**config.mk**
```make
export PLATFORM = sky130hd
export DESIGN_NAME = robocup_spi_cmd_slave_flat
export DESIGN_NICKNAME = d
export VERILOG_FILES = /design/src/rtl/robocup_spi_cmd_slave_if.sv /design/src/rtl/robocup_spi_cmd_slave.sv /design/src/flat_wrapper.sv
export SDC_FILE = /design/constraint.sdc
export NUM_CORES = 1
export LEC_CHECK = 0
export ABC_AREA = 1
export CAP_MARGIN = 20
export CORE_ASPECT_RATIO = 0.8
export CORE_MARGIN = 4
export CORE_UTILIZATION = 40
export DETAILED_ROUTE_END_ITERATION = 8
export PLACE_DENSITY = 0.62
export SLEW_MARGIN = 30
export SYNTH_ARGS = -nofsm -noshare
export SYNTH_HDL_FRONTEND = slang
export SYNTH_SLANG_ARGS = --single-unit
```
**constraint.sdc**
```tcl
create_clock -name sysclk -period 2.13 [get_ports sysclk]
set_clock_uncertainty 0.1 [all_clocks]
set_input_delay 0.426 -clock sysclk [delete_from_list [all_inputs] [get_ports sysclk]]
set_output_delay 0.426 -clock sysclk [all_outputs]
set_load 0.05 [all_outputs]
```
**src/rtl/robocup_spi_cmd_slave_if.sv**
```systemverilog
// SPI command link pins between the MCU (master) and the FPGA responder (slave).
interface robocup_spi_cmd_slave_if;
    logic spi_slave_sck;
    logic spi_slave_mosi;
    logic spi_slave_ncs;
    logic spi_slave_miso;

    modport master (output spi_slave_sck, output spi_slave_mosi, output spi_slave_ncs, input spi_slave_miso);
    modport slave  (input spi_slave_sck, input spi_slave_mosi, input spi_slave_ncs, output spi_slave_miso);
endinterface

```
**src/rtl/robocup_spi_cmd_slave.sv**
```systemverilog
// SPI mode-0 command responder: oversampled pins, command decode, shadowed writes committed on NCS rise.
// Strobes land the cycle after NCS rise is seen; no backpressure. Optional ROBOCUP_SPI_ERR_CNT_EN adds err_count.
module robocup_spi_cmd_slave #(
    parameter int NUM_MOTORS = 5,
    parameter int DUTY_WIDTH = 11,
    parameter int ENC_WIDTH  = 16
) (
    input  logic                             sysclk,
    input  logic                             rst,
    robocup_spi_cmd_slave_if.slave           spi,
    input  logic [NUM_MOTORS*ENC_WIDTH-1:0]  enc_count,
    input  logic [NUM_MOTORS*8-1:0]          hall_count,
    output logic [NUM_MOTORS*DUTY_WIDTH-1:0] duty_cycle,
    output logic                             duty_strobe,
    output logic [NUM_MOTORS-1:0]            hall_cnt_wr,
    output logic [NUM_MOTORS*8-1:0]          hall_cnt_wdata,
    output logic                             motors_en
`ifdef ROBOCUP_SPI_ERR_CNT_EN
    ,
    output logic [7:0]                       err_count
`endif
);
    localparam int NBYTES = 2 * NUM_MOTORS;
    localparam int IW = $clog2(NBYTES);
    localparam logic [7:0] NB_DUTY = 8'(NBYTES);
    localparam logic [7:0] NB_HALL = 8'(NUM_MOTORS);

    typedef enum logic [1:0] {IDLE, CMD, DATA, COMMIT} state_t;
    state_t state_q, state_d;

    logic [1:0] sck_s, mosi_s, ncs_s;
    logic       sck_d, ncs_d;
    logic [2:0] bit_cnt;
    logic [7:0] byte_cnt, rx_shift, tx_shift, cmd_q, rx_byte, next_tx;
    logic [7:0] snap_q [NBYTES];
    logic [7:0] snap_d [NBYTES];
    logic [7:0] data_buf [NBYTES];
    logic sck_rise, sck_fall, ncs_fall, ncs_rise, in_frame, byte_done;
    logic is_duty, is_hall_wr, is_en, is_rd, write_ok, commit, do_duty, do_hall, do_en;

    // ncs_d resets low so a frame already in progress at reset is never picked up mid-way
    assign sck_rise  = sck_s[1] & ~sck_d;
    assign sck_fall  = ~sck_s[1] & sck_d;
    assign ncs_fall  = ~ncs_s[1] & ncs_d;
    assign ncs_rise  = ncs_s[1] & ~ncs_d;
    assign in_frame  = (state_q == CMD) || (state_q == DATA);
    assign rx_byte   = {rx_shift[6:0], mosi_s[1]};
    assign byte_done = in_frame & sck_rise & (bit_cnt == 3'd7);
    assign next_tx   = (byte_cnt < NB_DUTY) ? snap_q[byte_cnt[IW-1:0]] : 8'h00;
    assign spi.spi_slave_miso = in_frame ? tx_shift[7] : 1'b0;

    assign is_duty    = (cmd_q[6:0] == 7'h00);
    assign is_hall_wr = (cmd_q == 8'h12);
    assign is_en      = (cmd_q[6:0] == 7'h30);
`ifdef ROBOCUP_SPI_ERR_CNT_EN
    assign is_rd      = (cmd_q == 8'h92) || (cmd_q == 8'h93) || (cmd_q == 8'h94);
`else
    assign is_rd      = (cmd_q == 8'h92) || (cmd_q == 8'h93);
`endif
    assign write_ok = (bit_cnt == 3'd0);
    assign commit   = (state_q == DATA) & ncs_rise;
    assign do_duty  = commit & is_duty & write_ok & (byte_cnt >= NB_DUTY);
    assign do_hall  = commit & is_hall_wr & write_ok & (byte_cnt >= NB_HALL);
    assign do_en    = commit & is_en & write_ok;

    always_comb begin
        for (int i = 0; i < NBYTES; i++) snap_d[i] = 8'h00;
        case (rx_byte)
            8'h80: for (int i = 0; i < NUM_MOTORS; i++) begin
                snap_d[2*i]   = enc_count[i*ENC_WIDTH +: 8];
                snap_d[2*i+1] = enc_count[i*ENC_WIDTH+8 +: 8];
            end
            8'h92: for (int i = 0; i < NUM_MOTORS; i++) snap_d[i] = hall_count[i*8 +: 8];
            8'h93: for (int i = 0; i < NUM_MOTORS; i++) begin
                snap_d[2*i]   = duty_cycle[i*DUTY_WIDTH +: 8];
                snap_d[2*i+1] = 8'(duty_cycle[i*DUTY_WIDTH+8 +: DUTY_WIDTH-8]);
            end
`ifdef ROBOCUP_SPI_ERR_CNT_EN
            8'h94: snap_d[0] = err_count;
`endif
            default: ;
        endcase
    end

    always_comb begin
        state_d = state_q;
        case (state_q)
            IDLE:    if (ncs_fall) state_d = CMD;
            CMD:     if (ncs_rise) state_d = IDLE;
                     else if (byte_done) state_d = DATA;
            DATA:    if (ncs_rise) state_d = COMMIT;
            COMMIT:  state_d = IDLE;
            default: state_d = IDLE;
        endcase
    end

    always_ff @(posedge sysclk) begin
        if (rst) state_q <= IDLE;
        else     state_q <= state_d;
    end

    always_ff @(posedge sysclk) begin
        if (rst) begin
            sck_s <= '0; mosi_s <= '0; ncs_s <= '0; sck_d <= 1'b0; ncs_d <= 1'b0;
            bit_cnt <= '0; byte_cnt <= '0; rx_shift <= '0; tx_shift <= '0; cmd_q <= '0;
            duty_cycle <= '0; duty_strobe <= 1'b0; hall_cnt_wr <= '0; hall_cnt_wdata <= '0; motors_en <= 1'b0;
            for (int i = 0; i < NBYTES; i++) begin
                snap_q[i]   <= 8'h00;
                data_buf[i] <= 8'h00;
            end
        end else begin
            sck_s  <= {sck_s[0], spi.spi_slave_sck};
            mosi_s <= {mosi_s[0], spi.spi_slave_mosi};
            ncs_s  <= {ncs_s[0], spi.spi_slave_ncs};
            sck_d  <= sck_s[1];
            ncs_d  <= ncs_s[1];
            duty_strobe <= do_duty;
            hall_cnt_wr <= {NUM_MOTORS{do_hall}};
            if (do_duty)
                for (int i = 0; i < NUM_MOTORS; i++)
                    duty_cycle[i*DUTY_WIDTH +: DUTY_WIDTH] <= {data_buf[2*i+1][DUTY_WIDTH-9:0], data_buf[2*i]};
            if (do_hall)
                for (int i = 0; i < NUM_MOTORS; i++) hall_cnt_wdata[i*8 +: 8] <= data_buf[i];
            if (do_en) motors_en <= cmd_q[7];
            if (!in_frame) begin
                bit_cnt  <= '0;
                byte_cnt <= '0;
                tx_shift <= {motors_en, 7'h00};
            end else begin
                if (sck_rise) begin
                    rx_shift <= rx_byte;
                    bit_cnt  <= bit_cnt + 3'd1;
                end
                if (byte_done) begin
                    if (state_q == CMD) begin
                        cmd_q  <= rx_byte;
                        snap_q <= snap_d;
                    end else begin
                        if (byte_cnt < NB_DUTY) data_buf[byte_cnt[IW-1:0]] <= rx_byte;
                        if (byte_cnt != 8'hFF) byte_cnt <= byte_cnt + 8'd1;
                    end
                end
                // bit_cnt wraps to 0 on a byte's 8th rise, so the following fall starts the next TX byte
                if (sck_fall) tx_shift <= (bit_cnt == 3'd0) ? next_tx : {tx_shift[6:0], 1'b0};
            end
        end
    end

`ifdef ROBOCUP_SPI_ERR_CNT_EN
    logic discard;
    assign discard = commit & ~(do_duty | do_hall | do_en | is_rd);

    always_ff @(posedge sysclk) begin
        if (rst)                           err_count <= 8'h00;
        else if (commit && cmd_q == 8'h94) err_count <= 8'h00;
        else if (discard && err_count != 8'hFF) err_count <= err_count + 8'd1;
    end
`endif
endmodule

```
**src/flat_wrapper.sv**
```systemverilog
// flat-port wrapper written by rule: the top's interface ports become plain ports
module robocup_spi_cmd_slave_flat 
#(
    parameter int NUM_MOTORS = 5,
    parameter int DUTY_WIDTH = 11,
    parameter int ENC_WIDTH  = 16
)
  (sysclk, rst, enc_count, hall_count, duty_cycle, duty_strobe, hall_cnt_wr, hall_cnt_wdata, motors_en, spi_spi_slave_sck, spi_spi_slave_mosi, spi_spi_slave_ncs, spi_spi_slave_miso);
  robocup_spi_cmd_slave_if spi_i ();
  input  logic sysclk;
  input  logic rst;
  input  logic [NUM_MOTORS*ENC_WIDTH-1:0] enc_count;
  input  logic [NUM_MOTORS*8-1:0] hall_count;
  output logic [NUM_MOTORS*DUTY_WIDTH-1:0] duty_cycle;
  output logic duty_strobe;
  output logic [NUM_MOTORS-1:0] hall_cnt_wr;
  output logic [NUM_MOTORS*8-1:0] hall_cnt_wdata;
  output logic motors_en;
  input wire logic [$bits(spi_i.spi_slave_sck)-1:0] spi_spi_slave_sck;
  input wire logic [$bits(spi_i.spi_slave_mosi)-1:0] spi_spi_slave_mosi;
  input wire logic [$bits(spi_i.spi_slave_ncs)-1:0] spi_spi_slave_ncs;
  output wire logic [$bits(spi_i.spi_slave_miso)-1:0] spi_spi_slave_miso;
  assign spi_i.spi_slave_sck = spi_spi_slave_sck;
  assign spi_i.spi_slave_mosi = spi_spi_slave_mosi;
  assign spi_i.spi_slave_ncs = spi_spi_slave_ncs;
  assign spi_spi_slave_miso = spi_i.spi_slave_miso;
  robocup_spi_cmd_slave #(.NUM_MOTORS(NUM_MOTORS), .DUTY_WIDTH(DUTY_WIDTH), .ENC_WIDTH(ENC_WIDTH)) u_core (.sysclk(sysclk), .rst(rst), .spi(spi_i), .enc_count(enc_count), .hall_count(hall_count), .duty_cycle(duty_cycle), .duty_strobe(duty_strobe), .hall_cnt_wr(hall_cnt_wr), .hall_cnt_wdata(hall_cnt_wdata), .motors_en(motors_en));
endmodule
```
# Word level (Yosys, flattened, before mapping)
# Memories as Yosys holds them, arrays and structs flattened. A register that Yosys moved wholly into a read port is not among the register bits.
# Cells that the tools add are included.
[classes]
n_addsub = 2
magnitude_cmp = 4
eq_ne = 14
n_mux = 26
bitwise_logic = 22
reduce_logical = 10
[op_table]
columns = ["cell", "count"]
rows = [
  ["case mux 40 bit (3 select lines)", 1],
  ["case mux 40 bit (2 select lines)", 1],
  ["two-way mux 8 bit", 7],
  ["binary-select mux 8 bit (select 4 bit)", 1],
  ["== test 8 bit, second input constant", 3],
  ["AND 1 bit", 15],
  ["two-way mux 1 bit", 10],
  ["AND reduction 3 bit", 3],
  ["adder 8 x 1 -> 8 bit, second input constant", 1],
  ["== test 8 x 5 -> 1 bit, second input constant", 1],
  ["greater-or-equal comparator 8 x 3 -> 1 bit, second input constant", 1],
  ["greater-or-equal comparator 8 x 4 -> 1 bit, second input constant", 1],
  ["< comparator 8 x 4 -> 1 bit, second input constant", 1],
  ["two-way mux 2 bit", 4],
  ["inequality test 8 bit, second input constant", 1],
  ["case mux 2 bit (4 select lines)", 1],
  ["OR reduction 8 bit", 1],
  ["== test 7 x 6 -> 1 bit, second input constant", 1],
  ["zero test 7 bit", 1],
  ["inequality test 2 x 1 -> 1 bit, second input constant", 3],
  ["NOT 1 bit", 6],
  ["greater-or-equal comparator 5 bit, second input constant", 1],
  ["NOT 4 -> 5 bit", 1],
  ["== test 2 bit, second input constant", 2],
  ["other kinds (10)", 10],
]
[totals]
reg_bits = 222
mem_bits_rw = 80
input_bits = 125
out_inout_bits = 103
wordCells = 106
n_memories = 1
[memory_table]
columns = ["name", "words", "word_bits", "read_ports", "rd_ports_with_merged_regs", "write_ports", "line", "source"]
rows = [
  ["u_core.data_buf", 10, 8, 10, 5, 10, "robocup_spi_cmd_slave.sv:37", "logic [7:0] data_buf [NBYTES];"],
]

# Longest topological paths before layout
[logic_depth]
ltp_word = 10
depth_mapped = 12
ltp_nobuf = 10

# Worst setup path before layout
# Ideal clock, no wire load.
[synth_path]
path_type = "reg-to-reg"
from = "register u_core.state_q[0]"
to = "memory u_core.data_buf[4][0] (enable)"
setup_ns = 0.329
arrival_ns = 1.778
t_required_ns = 1.701
setup_slack_ns = -0.077
path_stages_with_launch = 9
n_path_buf = 0
synth_period_minus_slack_ns = 2.207
path_cell_list = "dfxtp_1 inv_1 ha_1 nand3_2 nor2_2 nand3_4 nor3_4 nand2_4 nand2_1"
[synth_rtl]
columns = ["element", "line", "source"]
rows = [
  ["from (decl)", "robocup_spi_cmd_slave.sv:29", "state_t state_q, state_d;"],
  ["from (signal assigned)", "robocup_spi_cmd_slave.sv:99", "else state_q <= state_d;"],
  ["to (decl)", "robocup_spi_cmd_slave.sv:37", ""],
]

# Worst setup path in the final report
[layout_path]
from = "register u_core.state_q[0]"
to = "output spi_spi_slave_miso"
[layout_between]
elab_chain_cells = 3
elab_cells_between_ends = 4
cone_classes = "eq/ne (2); mux (1); reduce/logical (1)"
[layout_lines]
columns = ["element", "line", "source"]
rows = [
  ["== test 2 x 1 -> 1 bit / == test 2 bit (equally long branches)", "robocup_spi_cmd_slave.sv:46", "assign in_frame = (state_q == CMD) || (state_q == DATA);"],
  ["logical OR 1 bit *", "robocup_spi_cmd_slave.sv:46", ""],
  ["two-way mux 1 bit *", "robocup_spi_cmd_slave.sv:50", "assign spi.spi_slave_miso = in_frame ? tx_shift[7] : 1'b0;"],
  ["to (decl)", "flat_wrapper.sv:22", "output wire logic [$bits(spi_i.spi_slave_miso)-1:0] spi_spi_slave_miso;"],
]
# Mark *: on every way between the ends. The rest lies on a longest branch, timed or not.

==> summary.txt <==
Run status
  • Status: completed

Drt
  • Vias: ~12k
  • Drt wl/cell: 18.9 microns
  • DRC viols: 0
  • Post-route ant nets: 0
  • DRT iter0 DRCs: between 1k and 1.5k
  • Drt total wl: ~44000 microns
  • Via/cell ratio: 5.13
  • Pre-Repair DR Iteration Count: 5

Layout
  • Most frequent cells in the layout: 373 x nand2_1, 232 x nor2_1, 217 x dfxtp_1
  • Number of fill cells: around 2.9k
  • Synth-to-Final Area Change: 33.3%
  • Net count, final: slightly above 2k
  • Design area: between 15000 and 20000 sq um
  • Ratio of cells with drive above 1 in the final layout: roughly 14%
  • ANT cells: 0
  • Commonest non-fill, non-tap cell in the layout: nand2_1

Setup path
  • Critical setup path kind: reg2out
  • Worst flop-to-flop path startpoint: u_core.bit_cnt[0]
  • Worst R2R End: u_core.data_buf[3][7]
  • CP Data Required Time: 1.60 ns
  • Arr. time, crit path: 1.56 ns
  • Max stage delay on crit path: 0.33 ns
  • Critical path capture point type: primary output
  • Cell mode on critical path: inv_2
  • Flop2flop setup slack: 0.07 ns
  • R2R cell count: 10
  • Crit start category: register
  • CP cell instances: inv_2, ha_4, buf_6, nand2_2, inv_2, buf_12
  • Critical path fanouts, max: 3
  • Slowest stage cell on the critical path: dfxtp_2

Logic synthesis
  • Share of the synthesized area in the top cell type: a little over a third
  • Mapped Area: between 10000 and 15000 sq um
  • Avg Synthesized Cell Area: 7.69 sq um
  • Sequential share of the synthesized area: 50.5%
  • Synth area leaders: dfxtp_1 35%, edfxtp_1 15%, nand2_1 11%, nor2_1 7.0%, a21oi_1 6.9%
  • Synth Instances: approximately 1.6k
  • Post-synthesis register bit count: 287
  • Yosys cell types: 37
  • Synth warn: 0
  • Post-Syn Nets: approximately 1.8k
  • Yosys top cell by area: dfxtp_1

Floorplan
  • Row count: 57
  • Initial Utilization: about two fifths
  • IO Count: around 230
  • Chip Height: about 170 microns
  • Die width: just over 200 microns
  • Die Area: around 35000 sq um
  • Core Box Area: about 30000 sq um

Clock network
  • Max clock buf depth: 3
  • Total CTS buffers: 31
  • CTS tree: yes
  • H-tree Lvls: 1
  • Clock transition at the registers of the reported paths: 0.06 ns
  • CTS Sinks: around 290
  • CTS Hold Bufs: 0
  • Root buf cell: clkbuf_16
  • Later-pin clock latency in the skew report: approximately 0.56 ns

Min path
  • Min-Delay Path Class: in2reg
  • Endpoint, Worst Hold: u_core.byte_cnt[6]
  • Hold Startpoint: rst
  • Hold Crit Depth: 4

Place
  • Quantity of I/O buffers inserted on ports: 227
  • Placed Area: roughly 16000 sq um
  • Dpl hpwl: ~32000 microns
  • Routability cong.: between 0.8 and 0.9

Power and ir drop
  • VDD IR max: 0.769 mV
  • Leak: slightly above 7 nW
  • Power density over cell area: 705 nW/um^2

Global routing
  • GRT Util Overall: ~24%
  • Pin count of the biggest net entering global routing: 89
  • Vias in the first global route: approximately 11k
  • Initial antenna violation count: 1
  • Grt ovf: 0
  • First-pass GRT wire length: 65200 microns

Timing
  • Slew headroom: a little over half
  • Final Hold Viols: 0
  • Worst-Margin Slew: a little under 0.7 ns
  • Max Slew Vio Count: 0
  • Final Critical Period: around 2.1 ns
  • Final setup fails: 0
  • Final period util: 98.0%
  • RSZ-0062 raised after global routing: true
  • Worst hold slack: 0.194 ns
  • Setup TNS: 0 ns
  • Fmax: 0.479 GHz

Run
  • Max Cap Viol: 0
where the power goes:
group          internal (mW)  switching (mW)  total (mW)
clock network           3.06            2.21        5.26
registers               5.64          0.0592        5.70
logic                  0.432           0.505       0.937
cell families (layout without fill, tap and decap cells):
kind of cell | after synthesis | in the layout | share of synthesized area [%]
fa+ha+maj | 11 | 11 | 1.09
compound gates | 328 | 328 | 14.3
xor+xnor | 4 | 4 | 0.277
flops | 287 | 287 | 50.5
buf+inv | 264 | 549 | 8.89
simple gates | 751 | 752 | 25.0
what timing repair did:
item,CTS,global route
setup buffers,0,4
gates resized for setup,54,23
endpoints found under the hold margin,0,0
pin swaps,0,7
cloned,0,3
setup endpoints to repair,78,136
routing by layer:
| layer | routed length, microns | global-route usage [%] | part of all wire, % | vias to the layer above |
|---|---|---|---|---|
| li1 | - | - | - | 5836 |
| met4 | 1130 | 6.06 | 2.5 | 2 |
| met1 | 20800 | 36.9 | 47 | 5659 |
| met5 | 19 | 0 | 0.043 | - |
| met3 | 4090 | 5.10 | 9.2 | 67 |
| met2 | 18300 | 35.3 | 41 | 453 |
state kept, by name (all words and copies together), names as in the netlist, 3 cells and up, named ones only:
register               flops
u_core.data_buf           65
u_core.cmd_q               8
u_core.tx_shift            8
u_core.bit_cnt             3
u_core.snap_q             80
u_core.byte_cnt            8
u_core.rx_shift            7
u_core.duty_cycle         55
u_core.hall_cnt_wdata     40
layout make-up:
class / count / area (sq um) / share of cell area (%)
Tap cell: 413 / 517 / 3.06
Sequential cell: 287 / 6400 / 37.9
Multi-Input combinational cell: 1095 / 5270 / 31.2
Clock inverter: 14 / 125 / 0.741
Clock buffer: 43 / 861 / 5.10
Timing Repair Buffer: 327 / 3080 / 18.2
Inverter: 165 / 622 / 3.68
worst max path at each step:
stage / from / to
CTS: u_core.state_q[0] / spi_spi_slave_miso
global route: register / spi_spi_slave_miso
finish: u_core.state_q[0] / spi_spi_slave_miso
floorplan: u_core.state_q[0] / u_core.data_buf[0][0]
global placement: u_core.state_q[0] / u_core.data_buf[0][1]
detailed placement: u_core.bit_cnt[1] / u_core.data_buf[0][1]
synth_stat cells, drive strengths merged:
cell and number:
o21a 40, o2111ai 1, nand3 95, ha 11, o221ai 1, inv 161, clkbuf 47, edfxtp 65
nor3 15, o22ai 11, o21ai 84, nand4 9, and2 1, nand2 389, buf 52, or2 1
nor2 241, a22oi 16, a21oi 174, a211oi 1, xor2 4, clkinv 4, dfxtp 222
stage by stage:
stage                     setup slack, ns  power [mW]  cells  utilization [%]
after floorplan                   -0.0772        6.14   1645                -
after global placement            -0.0185        6.64   2280             51.1
after detailed placement          -0.0389        6.65   2280             51.1
after CTS                         0.00412        11.9   2337             54.2
after global routing              -0.0171        12.3   2344             54.8
final                              0.0416        11.9   2344             54.8
worst max-delay path, delay by kind of cell (launching register included):
family	cells	cell delay (ns)
flip-flops	1	0.33
buffers and inverters	4	0.35
adder cells (fa/ha/maj)	1	0.28
AND/OR/NAND/NOR	1	0.04
Note: power is estimated with default switching activity, not from simulation.
